[src/rtl/acca_mul_pipe.sv]
// Three-stage quadrant-split approximate multiplier with valid/ready streams.
// Define ACCA_ERR_STAT_EN to count results that differ from the exact product.
module acca_mul_pipe #(
  parameter int         WIDTH       = 8,
  parameter int         TRUNC       = 2,
  parameter logic [3:0] APPROX_MASK = 4'b1111
) (
  input  logic                 clk,
  input  logic                 rst_n,
  input  logic                 in_valid,
  output logic                 in_ready,
  input  logic [WIDTH-1:0]     in_a,
  input  logic [WIDTH-1:0]     in_b,
  input  logic                 approx_en,
  output logic                 out_valid,
  input  logic                 out_ready,
  output logic [2*WIDTH-1:0]   out_prod,
  output logic [15:0]          err_cnt
);

  localparam int H  = WIDTH / 2;
  localparam int PW = 2 * WIDTH;
  localparam logic [WIDTH-1:0] KEEP_MASK = {WIDTH{1'b1}} << TRUNC;

  logic              stall;
  logic              en;
  logic              v1_q, v1_d, v2_q, v2_d, v3_q, v3_d;
  logic [WIDTH-1:0]  a1_q, a1_d, b1_q, b1_d;
  logic [3:0]        m1_q, m1_d;
  logic [WIDTH-1:0]  p_ll_q, p_ll_d, p_lh_q, p_lh_d, p_hl_q, p_hl_d, p_hh_q, p_hh_d;
  logic [PW-1:0]     prod_q, prod_d;

  // H x H sub-product, widened to 2H bits, low TRUNC bits dropped when approximate
  function automatic logic [WIDTH-1:0] sub_mul(input logic [H-1:0] x,
                                               input logic [H-1:0] y,
                                               input logic         approx);
    logic [WIDTH-1:0] p;
    p = {{H{1'b0}}, x} * {{H{1'b0}}, y};
    if (approx) p = p & KEEP_MASK;
    return p;
  endfunction

  always_comb begin
    stall  = v3_q && !out_ready;
    en     = !stall;
    v1_d   = v1_q;
    a1_d   = a1_q;
    b1_d   = b1_q;
    m1_d   = m1_q;
    v2_d   = v2_q;
    p_ll_d = p_ll_q;
    p_lh_d = p_lh_q;
    p_hl_d = p_hl_q;
    p_hh_d = p_hh_q;
    v3_d   = v3_q;
    prod_d = prod_q;
    if (en) begin
      v1_d   = in_valid;
      a1_d   = in_a;
      b1_d   = in_b;
      m1_d   = approx_en ? APPROX_MASK : 4'b0000;
      v2_d   = v1_q;
      p_ll_d = sub_mul(a1_q[H-1:0],     b1_q[H-1:0],     m1_q[0]);
      p_lh_d = sub_mul(a1_q[H-1:0],     b1_q[WIDTH-1:H], m1_q[1]);
      p_hl_d = sub_mul(a1_q[WIDTH-1:H], b1_q[H-1:0],     m1_q[2]);
      p_hh_d = sub_mul(a1_q[WIDTH-1:H], b1_q[WIDTH-1:H], m1_q[3]);
      v3_d   = v2_q;
      prod_d = {{WIDTH{1'b0}}, p_ll_q}
             + (({{WIDTH{1'b0}}, p_lh_q} + {{WIDTH{1'b0}}, p_hl_q}) << H)
             + {p_hh_q, {WIDTH{1'b0}}};
    end
  end

  always_ff @(posedge clk) begin
    if (!rst_n) begin
      v1_q   <= 1'b0;
      a1_q   <= '0;
      b1_q   <= '0;
      m1_q   <= '0;
      v2_q   <= 1'b0;
      p_ll_q <= '0;
      p_lh_q <= '0;
      p_hl_q <= '0;
      p_hh_q <= '0;
      v3_q   <= 1'b0;
      prod_q <= '0;
    end else begin
      v1_q   <= v1_d;
      a1_q   <= a1_d;
      b1_q   <= b1_d;
      m1_q   <= m1_d;
      v2_q   <= v2_d;
      p_ll_q <= p_ll_d;
      p_lh_q <= p_lh_d;
      p_hl_q <= p_hl_d;
      p_hh_q <= p_hh_d;
      v3_q   <= v3_d;
      prod_q <= prod_d;
    end
  end

  assign in_ready  = en;
  assign out_valid = v3_q;
  assign out_prod  = prod_q;

`ifdef ACCA_ERR_STAT_EN
  logic [PW-1:0] exact2_q, exact2_d, exact3_q, exact3_d;
  logic [15:0]   err_cnt_q, err_cnt_d;

  // Exact product rides alongside the beat so it is compared only on transfer
  always_comb begin
    exact2_d  = exact2_q;
    exact3_d  = exact3_q;
    err_cnt_d = err_cnt_q;
    if (en) begin
      exact2_d = {{WIDTH{1'b0}}, a1_q} * {{WIDTH{1'b0}}, b1_q};
      exact3_d = exact2_q;
    end
    if (v3_q && out_ready && (prod_q != exact3_q) && (err_cnt_q != 16'hFFFF))
      err_cnt_d = err_cnt_q + 16'd1;
  end

  always_ff @(posedge clk) begin
    if (!rst_n) begin
      exact2_q  <= '0;
      exact3_q  <= '0;
      err_cnt_q <= '0;
    end else begin
      exact2_q  <= exact2_d;
      exact3_q  <= exact3_d;
      err_cnt_q <= err_cnt_d;
    end
  end

  assign err_cnt = err_cnt_q;
`else
  assign err_cnt = 16'h0000;
`endif

endmodule

[config.mk]
export PLATFORM = sky130hd
export DESIGN_NAME = acca_mul_pipe
export DESIGN_NICKNAME = d
export VERILOG_FILES = /design/src/rtl/acca_mul_pipe.sv
export SDC_FILE = /design/constraint.sdc
export NUM_CORES = 1
export LEC_CHECK = 0
export ABC_AREA = 1
export CAP_MARGIN = 20
export CORE_ASPECT_RATIO = 1.25
export CORE_MARGIN = 8
export CORE_UTILIZATION = 30
export CTS_BUF_LIST = sky130_fd_sc_hd__clkbuf_8
export DETAILED_ROUTE_END_ITERATION = 12
export GPL_TIMING_DRIVEN = 0
export SLEW_MARGIN = 20
export SYNTH_ARGS = -nofsm -noshare
export SYNTH_HDL_FRONTEND = slang
export SYNTH_SLANG_ARGS = --single-unit
[constraint.sdc]
create_clock -name clk -period 3.3 [get_ports clk]
set_input_delay 0.99 -clock clk [delete_from_list [all_inputs] [get_ports clk]]
set_output_delay 0.99 -clock clk [all_outputs]
set_load 0.01 [all_outputs]
==> metrics.yaml, run 1 <==
run_status: "finished clean"
max_slew.worst_pin.slew_ns: 0.659
total_routed_wirelength_um: 13200
die-height_um: 165
ys_top_cells_by_area: "sky130_fd_sc_hd__dfxtp_1 26%, sky130_fd_sc_hd__ha_1 15%, sky130_fd_sc_hd__nand2_1 10%"
layout.nets: 922
setup_ws_ns: 0.121
globalRouteOverflowTotal: 0
synth-edff-count: 0
dr.pass1.iters: 5
ctsRootBufferMaster: "sky130_fd_sc_hd__clkbuf_8"
fmax_mhz: 315
start_util_pct: 30.5
share_of_synthesized_registers_carrying_an_async_set_or_reset_pct: 0
timing.reg2reg.worst_path_depth: 11
timing.critical_path.to_type: "output pin"
post-route-drc-count: 0
ir_worst_vdd_v: 0.000189
slew_violations: 0
netlist_area_um2: 5300
fp.dieArea_um2: 22200
first_global_vias: 4477
synthesis.area_per_instance_um2: 6.97
synth_seq_area_share_pct: 25.7
tritoncts: "yes"
worst_hold_slack_ns: 0.466
fin_worst_skew_ns: 0.0125
yosys.area.top_type: "sky130_fd_sc_hd__dfxtp_1"
timing.critical_path.arrival_ns: 2.19
post_synth_inst_count: 761
timing_hold_violations_final: 0
num_vias: 4619
globalplace.congestion: 0.864
area_growth_pct: 17.3
crit_fanout: 15
multi_input_comb_area_um2: 3200
dpl.hpwl_um: 10200
max_cap_viol_count: 0
hold_path_class: "flop to flop"
filler_cell_count: 1921
num_io_pins: 55
cellPowerDensity_nw_per_um2: 345
antenna_left: 0
total_inserted_antenna_cells: 0
track_usage_pct: 12.4
timing.final.setup_violations: 0
clock_latency_ns: 0.37
layout_worst_path_cycle_share_pct: 96.3
post-synth-top-area-fraction_pct: 25.7
whs_path_depth: 2
core_area_um2: 17400
die_x_um: 135
io_buffers: 37
seqCellArea_um2: 1360
clock_tree.htree_level_count: 3
ctsLongestPathBuffers: 2
finalWorstPathRequiredPeriod_ns: 3.18
leakage_nw: 3.64
timing_worst_setup_path_type: "input pin to output pin"
ys_seq_elements: 68
path_clk_slew_ns: 0.07
number_of_antenna_violations_at_the_first_check_in_global_routing: 0
fraction_of_layout_instances_using_a_drive_strength_above_1_pct: 6.08
place.detailed.instances: 1037
routedWlPerCell_um: 12.6
detail_route.iter0.violations: 219
grt_start_max_net_pins: 16
wire_length_of_the_first_global_routing_pass_um: 21900
setup.worst_path.start_class: "input pin"
placement_rows: 54
layout.cells.non_filler: 1047
rsz_0062_raised_after_global_routing: "yes"
synthDistinctLibCells: 32
yosysWarningCount: 0
crit_required_ns: 2.31
worst_slew_margin_rel_pct: 56.1
detailedPlace.worstSlack_ns: -0.517
clock_sink_count: 68
dominantRegCellSynth: "sky130_fd_sc_hd__dfxtp_1"
cts_buffers: 9
mean_number_of_vias_per_cell: 4.41
[flip-flops by register name, summed over array words and instances, names as in the netlist]
name,cells
b1_q,8
out_valid,1
p_hh_q,8
p_hl_q,8
p_lh_q,8
a1_q,8
v1_q,1
out_prod,16
m1_q,1
p_ll_q,8
v2_q,1
[cell usage in the layout, fill, tap and decap left out, types with 2 or more instances in the layout]
cell / synthesis / final
sky130_fd_sc_hd__fa_1: 18 / 18
sky130_fd_sc_hd__xnor2_1: 9 / 9
sky130_fd_sc_hd__o21bai_1: 6 / 6
sky130_fd_sc_hd__buf_4: 19 / 20
sky130_fd_sc_hd__nand2_1: 147 / 147
sky130_fd_sc_hd__inv_1: 136 / 136
sky130_fd_sc_hd__ha_1: 65 / 65
sky130_fd_sc_hd__nand3b_1: 2 / 2
sky130_fd_sc_hd__a31oi_1: 4 / 4
sky130_fd_sc_hd__clkdlybuf4s50_1: 0 / 36
sky130_fd_sc_hd__buf_2: 6 / 4
sky130_fd_sc_hd__nand4_1: 9 / 9
sky130_fd_sc_hd__nand3_1: 43 / 43
sky130_fd_sc_hd__dfxtp_1: 68 / 68
sky130_fd_sc_hd__or2_0: 6 / 6
sky130_fd_sc_hd__xor2_1: 9 / 9
sky130_fd_sc_hd__nand2_2: 2 / 2
sky130_fd_sc_hd__o21ai_0: 63 / 63
sky130_fd_sc_hd__clkbuf_1: 27 / 21
sky130_fd_sc_hd__a21oi_2: 2 / 2
sky130_fd_sc_hd__a21oi_1: 39 / 39
sky130_fd_sc_hd__clkbuf_8: 0 / 13
sky130_fd_sc_hd__o211ai_1: 2 / 2
sky130_fd_sc_hd__nor2_1: 67 / 67
sky130_fd_sc_hd__conb_1: 1 / 16
sky130_fd_sc_hd__or2_1: 2 / 2
[synthesized netlist by cell type, types with 18 or more instances]
library cell,number
sky130_fd_sc_hd__nor2_1,67
sky130_fd_sc_hd__buf_4,19
sky130_fd_sc_hd__inv_1,136
sky130_fd_sc_hd__nand2_1,147
sky130_fd_sc_hd__fa_1,18
sky130_fd_sc_hd__dfxtp_1,68
sky130_fd_sc_hd__clkbuf_1,27
sky130_fd_sc_hd__o21ai_0,63
sky130_fd_sc_hd__ha_1,65
sky130_fd_sc_hd__a21oi_1,39
sky130_fd_sc_hd__nand3_1,43
[layer usage]
metal	up-vias	part of all wire [%]	wire length [um]	global-route usage, %
met5	-	0	0	0
met4	0	1.4	188	3.68
met3	15	4.5	596	2.83
met2	81	48	6360	21.7
met1	2063	46	6060	14.7
li1	2460	-	-	-
[path summary, 6_finish.rpt]
kind	end	from	slack [ns]
min	v2_q	v2_q	0.47
min reg2reg	v2_q	v2_q	0.47
max reg2reg	p_lh_q[6]	a1_q[1]	0.18
max	in_ready	out_ready	0.12
[worst max-delay path, stage by stage]
cell and delay [ns]:
sky130_fd_sc_hd__clkdlybuf4s50_1 0.50, sky130_fd_sc_hd__nor2_4 0.06, sky130_fd_sc_hd__inv_4 0.15, sky130_fd_sc_hd__buf_6 0.19, sky130_fd_sc_hd__dlygate4sd2_1 0.29
[final cells by class]
type,instances,share of cell area (%)
Inverter,139,8.43
Buffer,46,4.13
Tap cell,224,4.51
Multi-Input combinational cell,516,51.4
Clock buffer,13,2.88
Sequential cell,68,21.9
Clock inverter,3,0.684
Timing Repair Buffer,38,6.06
[report_power, final]
part | total [mW] | switching [mW] | internal [mW] | leakage (nW)
combinational | 0.454 | 0.261 | 0.193 | 2.97
sequential | 0.916 | 0.0397 | 0.876 | 0.558
clock | 0.772 | 0.342 | 0.430 | 0.112
[cell families after synthesis]
kind of cell,Yosys count,share of synthesized area [%]
AO/OA/AOI/OAI,118,11.8
XOR/XNOR,18,2.97
adder cells (fa/ha/maj),83,22.1
buffers and inverters,192,15.1
flip-flops,68,25.7
other,1,0.0707
AND/OR/NAND/NOR,281,22.3
[per-stage QoR]
stage,area [um^2],TNS [ns],power [mW],utilization [%]
finish,6220,0,2.14,35.8
global route,6220,-0.0223,2.27,35.8
CTS,6240,0,2.16,35.9
detailed placement,6010,-0.517,1.39,34.6
global placement,6010,-0.506,1.39,34.6
floorplan,5360,0,1.23,-
[what timing repair did]
| item | 4_1_cts | 5_1_grt |
|---|---|---|
| pin swaps | 1 | 0 |
| resized for setup | 4 | 0 |
| cloned | 0 | 0 |
| endpoints found under the setup margin | 1 | 5 |
| hold buffers | 0 | 0 |
| setup buffers | 1 | 0 |
Power figures use the tool's default switching activity.
==> run 2: changes to the inputs <==
- CORE_MARGIN: 8 -> unset
==> metrics.yaml, run 2 (synthesis gave the netlist of run 1 again) <==
run_status: "finished clean"
worst_slew_margin_rel_pct: 59.6  # +3.5 points
globalRouteOverflowTotal: 0  # unchanged
num_io_pins: 55  # unchanged
post_cts_hold_buffer_count: 0  # unchanged
ir_worst_vdd_v: 0.000196  # +3.8%
total_inserted_antenna_cells: 0  # unchanged
delay_contributed_by_the_slowest_stage_of_the_critical_path_ns: 0.56  # +0.06 ns
num_vias: 4605  # -0.30%
core_area_um2: 17400  # unchanged
postLayoutCoreUtil_pct: 36.0  # +0.19 points
crit_fanout: 9  # -6
cellPowerDensity_nw_per_um2: 347  # +0.59%
placement_rows: 54  # unchanged
wire_length_of_the_first_global_routing_pass_um: 21300  # -3.0%
start_util_pct: 30.5  # unchanged
place.detailed.instances: 1037  # unchanged
setup_ws_ns: 0.170  # +0.0482 ns
setup.worst_path.start_class: "flop"
timing.critical_path.to_type: "flop"
mean_number_of_vias_per_cell: 4.38  # -0.68%
totalNegativeSetupSlack_ns: 0  # unchanged
number_of_antenna_violations_at_the_first_check_in_global_routing: 0  # unchanged
rsz_0062_raised_after_global_routing: "yes"
dpl.hpwl_um: 9820  # -4.1%
globalplace.congestion: 0.848  # -1.8%
ctsRootBufferMaster: "sky130_fd_sc_hd__clkbuf_8"
routedWlPerCell_um: 12.1  # -3.7%
seqCellArea_um2: 1360  # unchanged
max_cap_viol_count: 0  # unchanged
timing.final.setup_violations: 0  # unchanged
total_routed_wirelength_um: 12800  # -3.4%
fin_worst_skew_ns: 0.0142  # +0.00166 ns
track_usage_pct: 15.2  # +2.8 points
post-route-drc-count: 0  # unchanged
stdcell_area_um2: 6250  # +0.54%
fp.dieArea_um2: 18200  # -18%
worstPathCellList: "clkbuf_1 > nand2_1 > fa_1 > inv_1 > fa_1 > inv_1 > fa_1 > o21ai_0 > xor2_1 > o21bai_1 > inv_1"
mostFrequentLayoutCell: "sky130_fd_sc_hd__nand2_1"
layout_worst_path_cycle_share_pct: 94.9  # -1.5 points
slew_violations: 0  # unchanged
cts_buffers: 9  # unchanged
timing.critical_path.arrival_ns: 3.45  # +1.26 ns
clock_sink_count: 68  # unchanged
crit_required_ns: 3.62  # +1.31 ns
tritoncts: "yes"
layout.nets: 926  # +0.43%
fmax_mhz: 319  # +1.5%
total_power_of_the_final_layout_mw: 2.17  # +1.1%
filler_cell_count: 1894  # -1.4%
clock_latency_ns: 0.37  # about the same
multi_input_comb_area_um2: 3200  # unchanged
layout.cells.non_filler: 1051  # +0.38%
max_slew.worst_pin.slew_ns: 0.606  # -0.0531 ns
first_global_vias: 4420  # -1.3%
worst_hold_slack_ns: 0.472  # +0.00664 ns
area_growth_pct: 17.9
die_x_um: 121  # -10%
grt_start_max_net_pins: 15  # -1
die-height_um: 151  # -8.5%
critical-path-slowest-cell: "sky130_fd_sc_hd__fa_1"
largest_register_ff_count: 16  # unchanged
detail_route.iter0.violations: 197  # -10%
timing_worst_setup_path_type: "flop to flop"
dr.pass1.iters: 4  # -1
ctsLongestPathBuffers: 2  # unchanged
path_clk_slew_ns: 0.08  # about the same
finalWorstPathRequiredPeriod_ns: 3.13  # -0.0482 ns
io_buffers: 37  # unchanged
timing_hold_violations_final: 0  # unchanged
most-common-layout-cells: "147 x sky130_fd_sc_hd__nand2_1, 136 x sky130_fd_sc_hd__inv_1, 68 x sky130_fd_sc_hd__dfxtp_1, 67 x sky130_fd_sc_hd__nor2_1, 65 x sky130_fd_sc_hd__ha_1"
fraction_of_layout_instances_using_a_drive_strength_above_1_pct: 6.41  # +0.33 points
hold_path_class: "flop to flop"
dpl_cell_area_um2: 6010  # unchanged
antenna_left: 0  # unchanged
detailedPlace.worstSlack_ns: -0.500  # +0.0175 ns
clock_tree.htree_level_count: 3  # unchanged
leakage_nw: 3.65  # +0.26%
## run 2: cell types whose count changed in the layout (fill, tap and decap cells not counted), sizes merged
cell,change
clkinvlp,+2
inv,+1
buf,+1
clkbuf,-1
dlymetal6s2s,+1
bufinv,+1
dlygate4sd2,-1
## run 2: cell type report
type,instances,area share (%)
timing repair buffer,39,6.20
tap,224,4.48
buffer,49,4.38
clock inverter,7,1.60
multi-input combinational,516,51.1
clock buffer,9,1.98
inverter,139,8.43
sequential,68,21.8
## run 2: path summary, 6_finish.rpt
check	start	end	slack (ns)	depth (start not counted)
worst max register to register	b1_q[6]	p_lh_q[6]	0.17	11
worst min-delay path	v2_q	v2_q	0.47	2
worst min register to register	v2_q	v2_q	0.47	2
worst max-delay path	b1_q[6]	p_lh_q[6]	0.17	11
## run 2: repair_timing
action,in CTS,in global routing
resized for setup,5,5
pin swaps,1,0
setup endpoints to repair,1,5
setup buffers,2,0
## run 2: critical path: cells and delay by family (launching register included)
family / cells / cell delay [ns]
xor gates and xnor gates: 1 / 0.25
adders and majority gates: 3 / 1.56
buffers and inverters: 4 / 0.50
AOI/OAI and AO/OA: 2 / 0.33
and+or+nand+nor: 1 / 0.14
DFF: 1 / 0.31
## run 2: routing by layer
layer	wire, um	GRT usage [%]	vias up
met3	505	2.61	16
met4	259	5.00	0
met5	0	0	-
met1	5750	18.1	2039
met2	6250	27.3	79
li1	-	-	2471
## run 2: power breakdown
part / internal (mW) / switching (mW) / leakage (nW)
sequential: 0.876 / 0.0347 / 0.558
clock: 0.429 / 0.368 / 0.102
combinational: 0.194 / 0.265 / 2.99
==> run 3: changes to the inputs <==
- CORE_ASPECT_RATIO: 1.25 -> 0.8
==> metrics.yaml, run 3 (synthesis gave the netlist of run 1 again) <==
run_status: "finished clean"
io_buffers: 37  # unchanged
start_util_pct: 30.6  # +0.071 points
worst_hold_slack_ns: 0.459  # -0.0136 ns
ctsRootBufferMaster: "sky130_fd_sc_hd__clkbuf_8"
placement_rows: 43  # -20%
leakage_nw: 3.62  # -0.81%
num_vias: 4648  # +0.93%
num_io_pins: 55  # unchanged
detail_route.iter0.violations: 226  # +15%
max_slew.worst_pin.slew_ns: 0.690  # +0.0843 ns
wire_length_of_the_first_global_routing_pass_um: 21500  # +0.97%
timing.final.setup_violations: 0  # unchanged
die-height_um: 121  # -20%
worst_slew_margin_rel_pct: 54.0  # -5.6 points
area_growth_pct: 16.3
finalWorstPathRequiredPeriod_ns: 3.18  # +0.0508 ns
cts_buffers: 9  # unchanged
fmax_mhz: 314  # -1.6%
ctsLongestPathBuffers: 2  # unchanged
post-route-drc-count: 0  # unchanged
slew_violations: 0  # unchanged
mean_number_of_vias_per_cell: 4.46  # +1.7%
clock_latency_ns: 0.36  # about the same
clock_tree.htree_level_count: 3  # unchanged
setup.worst_path.start_class: "input pin"
tritoncts: "yes"
worstPathCellList: "clkdlybuf4s50_1 > nor2_4 > inv_6 > buf_6 > dlygate4sd2_1"
fp.dieArea_um2: 18200  # unchanged
most-common-layout-cells: "147 x sky130_fd_sc_hd__nand2_1, 136 x sky130_fd_sc_hd__inv_1, 68 x sky130_fd_sc_hd__dfxtp_1, 67 x sky130_fd_sc_hd__nor2_1, 65 x sky130_fd_sc_hd__ha_1"
path_clk_slew_ns: 0.07  # about the same
timing.critical_path.to_type: "output pin"
dr.pass1.iters: 5  # +1
timing_hold_violations_final: 0  # unchanged
globalplace.congestion: 0.853  # +0.50%
rsz_0062_raised_after_global_routing: "no"
delay_contributed_by_the_slowest_stage_of_the_critical_path_ns: 0.44  # -0.12 ns
routedWlPerCell_um: 12.5  # +2.7%
mostFrequentLayoutCell: "sky130_fd_sc_hd__nand2_1"
fin_worst_skew_ns: 0.00897  # -0.00522 ns
fraction_of_layout_instances_using_a_drive_strength_above_1_pct: 5.75  # -0.66 points
track_usage_pct: 15.4  # +0.25 points
largest_register_ff_count: 16  # unchanged
timing_worst_setup_path_type: "input pin to output pin"
first_global_vias: 4394  # -0.59%
critical-path-slowest-cell: "sky130_fd_sc_hd__clkdlybuf4s50_1"
dpl.hpwl_um: 9980  # +1.7%
cp_num_buf_inv: 4  # unchanged
total_inserted_antenna_cells: 0  # unchanged
core_area_um2: 17300  # -0.23%
layout.nets: 920  # -0.65%
cellPowerDensity_nw_per_um2: 332  # -4.3%
cpLargestDelayFamily: "buffers and inverters"
crit_required_ns: 2.31  # -1.31 ns
hold_path_class: "flop to flop"
clock_sink_count: 68  # unchanged
total_routed_wirelength_um: 13000  # +1.9%
die_x_um: 151  # +25%
globalRouteOverflowTotal: 0  # unchanged
layout_worst_path_cycle_share_pct: 96.4  # +1.5 points
postLayoutCoreUtil_pct: 35.6  # -0.40 points
timing.critical_path.arrival_ns: 2.19  # -1.26 ns
number_of_antenna_violations_at_the_first_check_in_global_routing: 0  # unchanged
ir_worst_vdd_v: 0.000246  # +25%
crit_fanout: 15  # +6
cts_setup_buffers: 0  # -2
grt_start_max_net_pins: 16  # +1
antenna_left: 0  # unchanged
max_cap_viol_count: 0  # unchanged
==> run 3: changes by cell type in the layout (fill, tap and decap cells not counted), moves of 2 or more <==
cell                         delta
sky130_fd_sc_hd__clkinv_2       +2
sky130_fd_sc_hd__buf_4          -2
sky130_fd_sc_hd__clkinvlp_4     -3
sky130_fd_sc_hd__clkbuf_1       -3
==> run 3: cell type report <==
type / instances / area, um^2
Buffer: 45 / 254
Timing Repair Buffer: 37 / 369
Fill cell: 1915 / 11200
Multi-Input combinational cell: 516 / 3200
Clock inverter: 3 / 40.0
Tap cell: 225 / 282
Inverter: 139 / 527
Clock buffer: 10 / 138
Sequential cell: 68 / 1360
==> run 3: routing by layer <==
layer,track usage (%),up-vias,routed length (um)
met4,5.94,0,250
met1,20.7,2102,6630
met2,24.6,72,5670
met3,2.67,17,450
li1,-,2457,-
met5,0,-,0
==> run 3: worst reg2reg max path, stage by stage (launching register included) <==
cell                       delay (ns)
sky130_fd_sc_hd__dfxtp_1         0.59
sky130_fd_sc_hd__nand2_1         0.14
sky130_fd_sc_hd__fa_1            0.55
sky130_fd_sc_hd__inv_1           0.06
sky130_fd_sc_hd__fa_1            0.56
sky130_fd_sc_hd__inv_1           0.06
sky130_fd_sc_hd__fa_1            0.46
sky130_fd_sc_hd__o21ai_0         0.22
sky130_fd_sc_hd__xor2_1          0.25
sky130_fd_sc_hd__o21bai_1        0.09
sky130_fd_sc_hd__inv_1           0.05
==> run 3: through the flow <==
step	area (um^2)	cells	setup TNS [ns]	total power, mW	setup WS [ns]
after floorplan	5360	776	0	1.23	0.488
final	6170	1043	0	2.05	0.119
after global placement	6010	1038	-0.487	1.39	-0.487
after global routing	6170	1043	0	2.16	0.0236
after detailed placement	6010	1038	-0.490	1.39	-0.490
after CTS	6190	1050	0	2.06	0.0398
==> run 3: final timing paths <==
kind | end | start | depth (start not counted) | slack, ns
setup / recovery | in_ready | out_ready | 5 | 0.12
hold reg to reg | v2_q | v2_q | 2 | 0.46
hold / removal | v2_q | v2_q | 2 | 0.46
setup reg to reg | p_lh_q[6] | a1_q[0] | 10 | 0.22
==> run 3: timing repair <==
item | 4_1_cts | 5_1_grt
resized for setup | 5 | 2
hold buffers | 0 | 0
pin swaps | 1 | 0
setup endpoints to repair | 1 | 3
==> run 3: power by group <==
part / internal [mW] / switching, mW
Sequential: 0.876 / 0.0432
Combinational: 0.191 / 0.260
Clock: 0.354 / 0.320
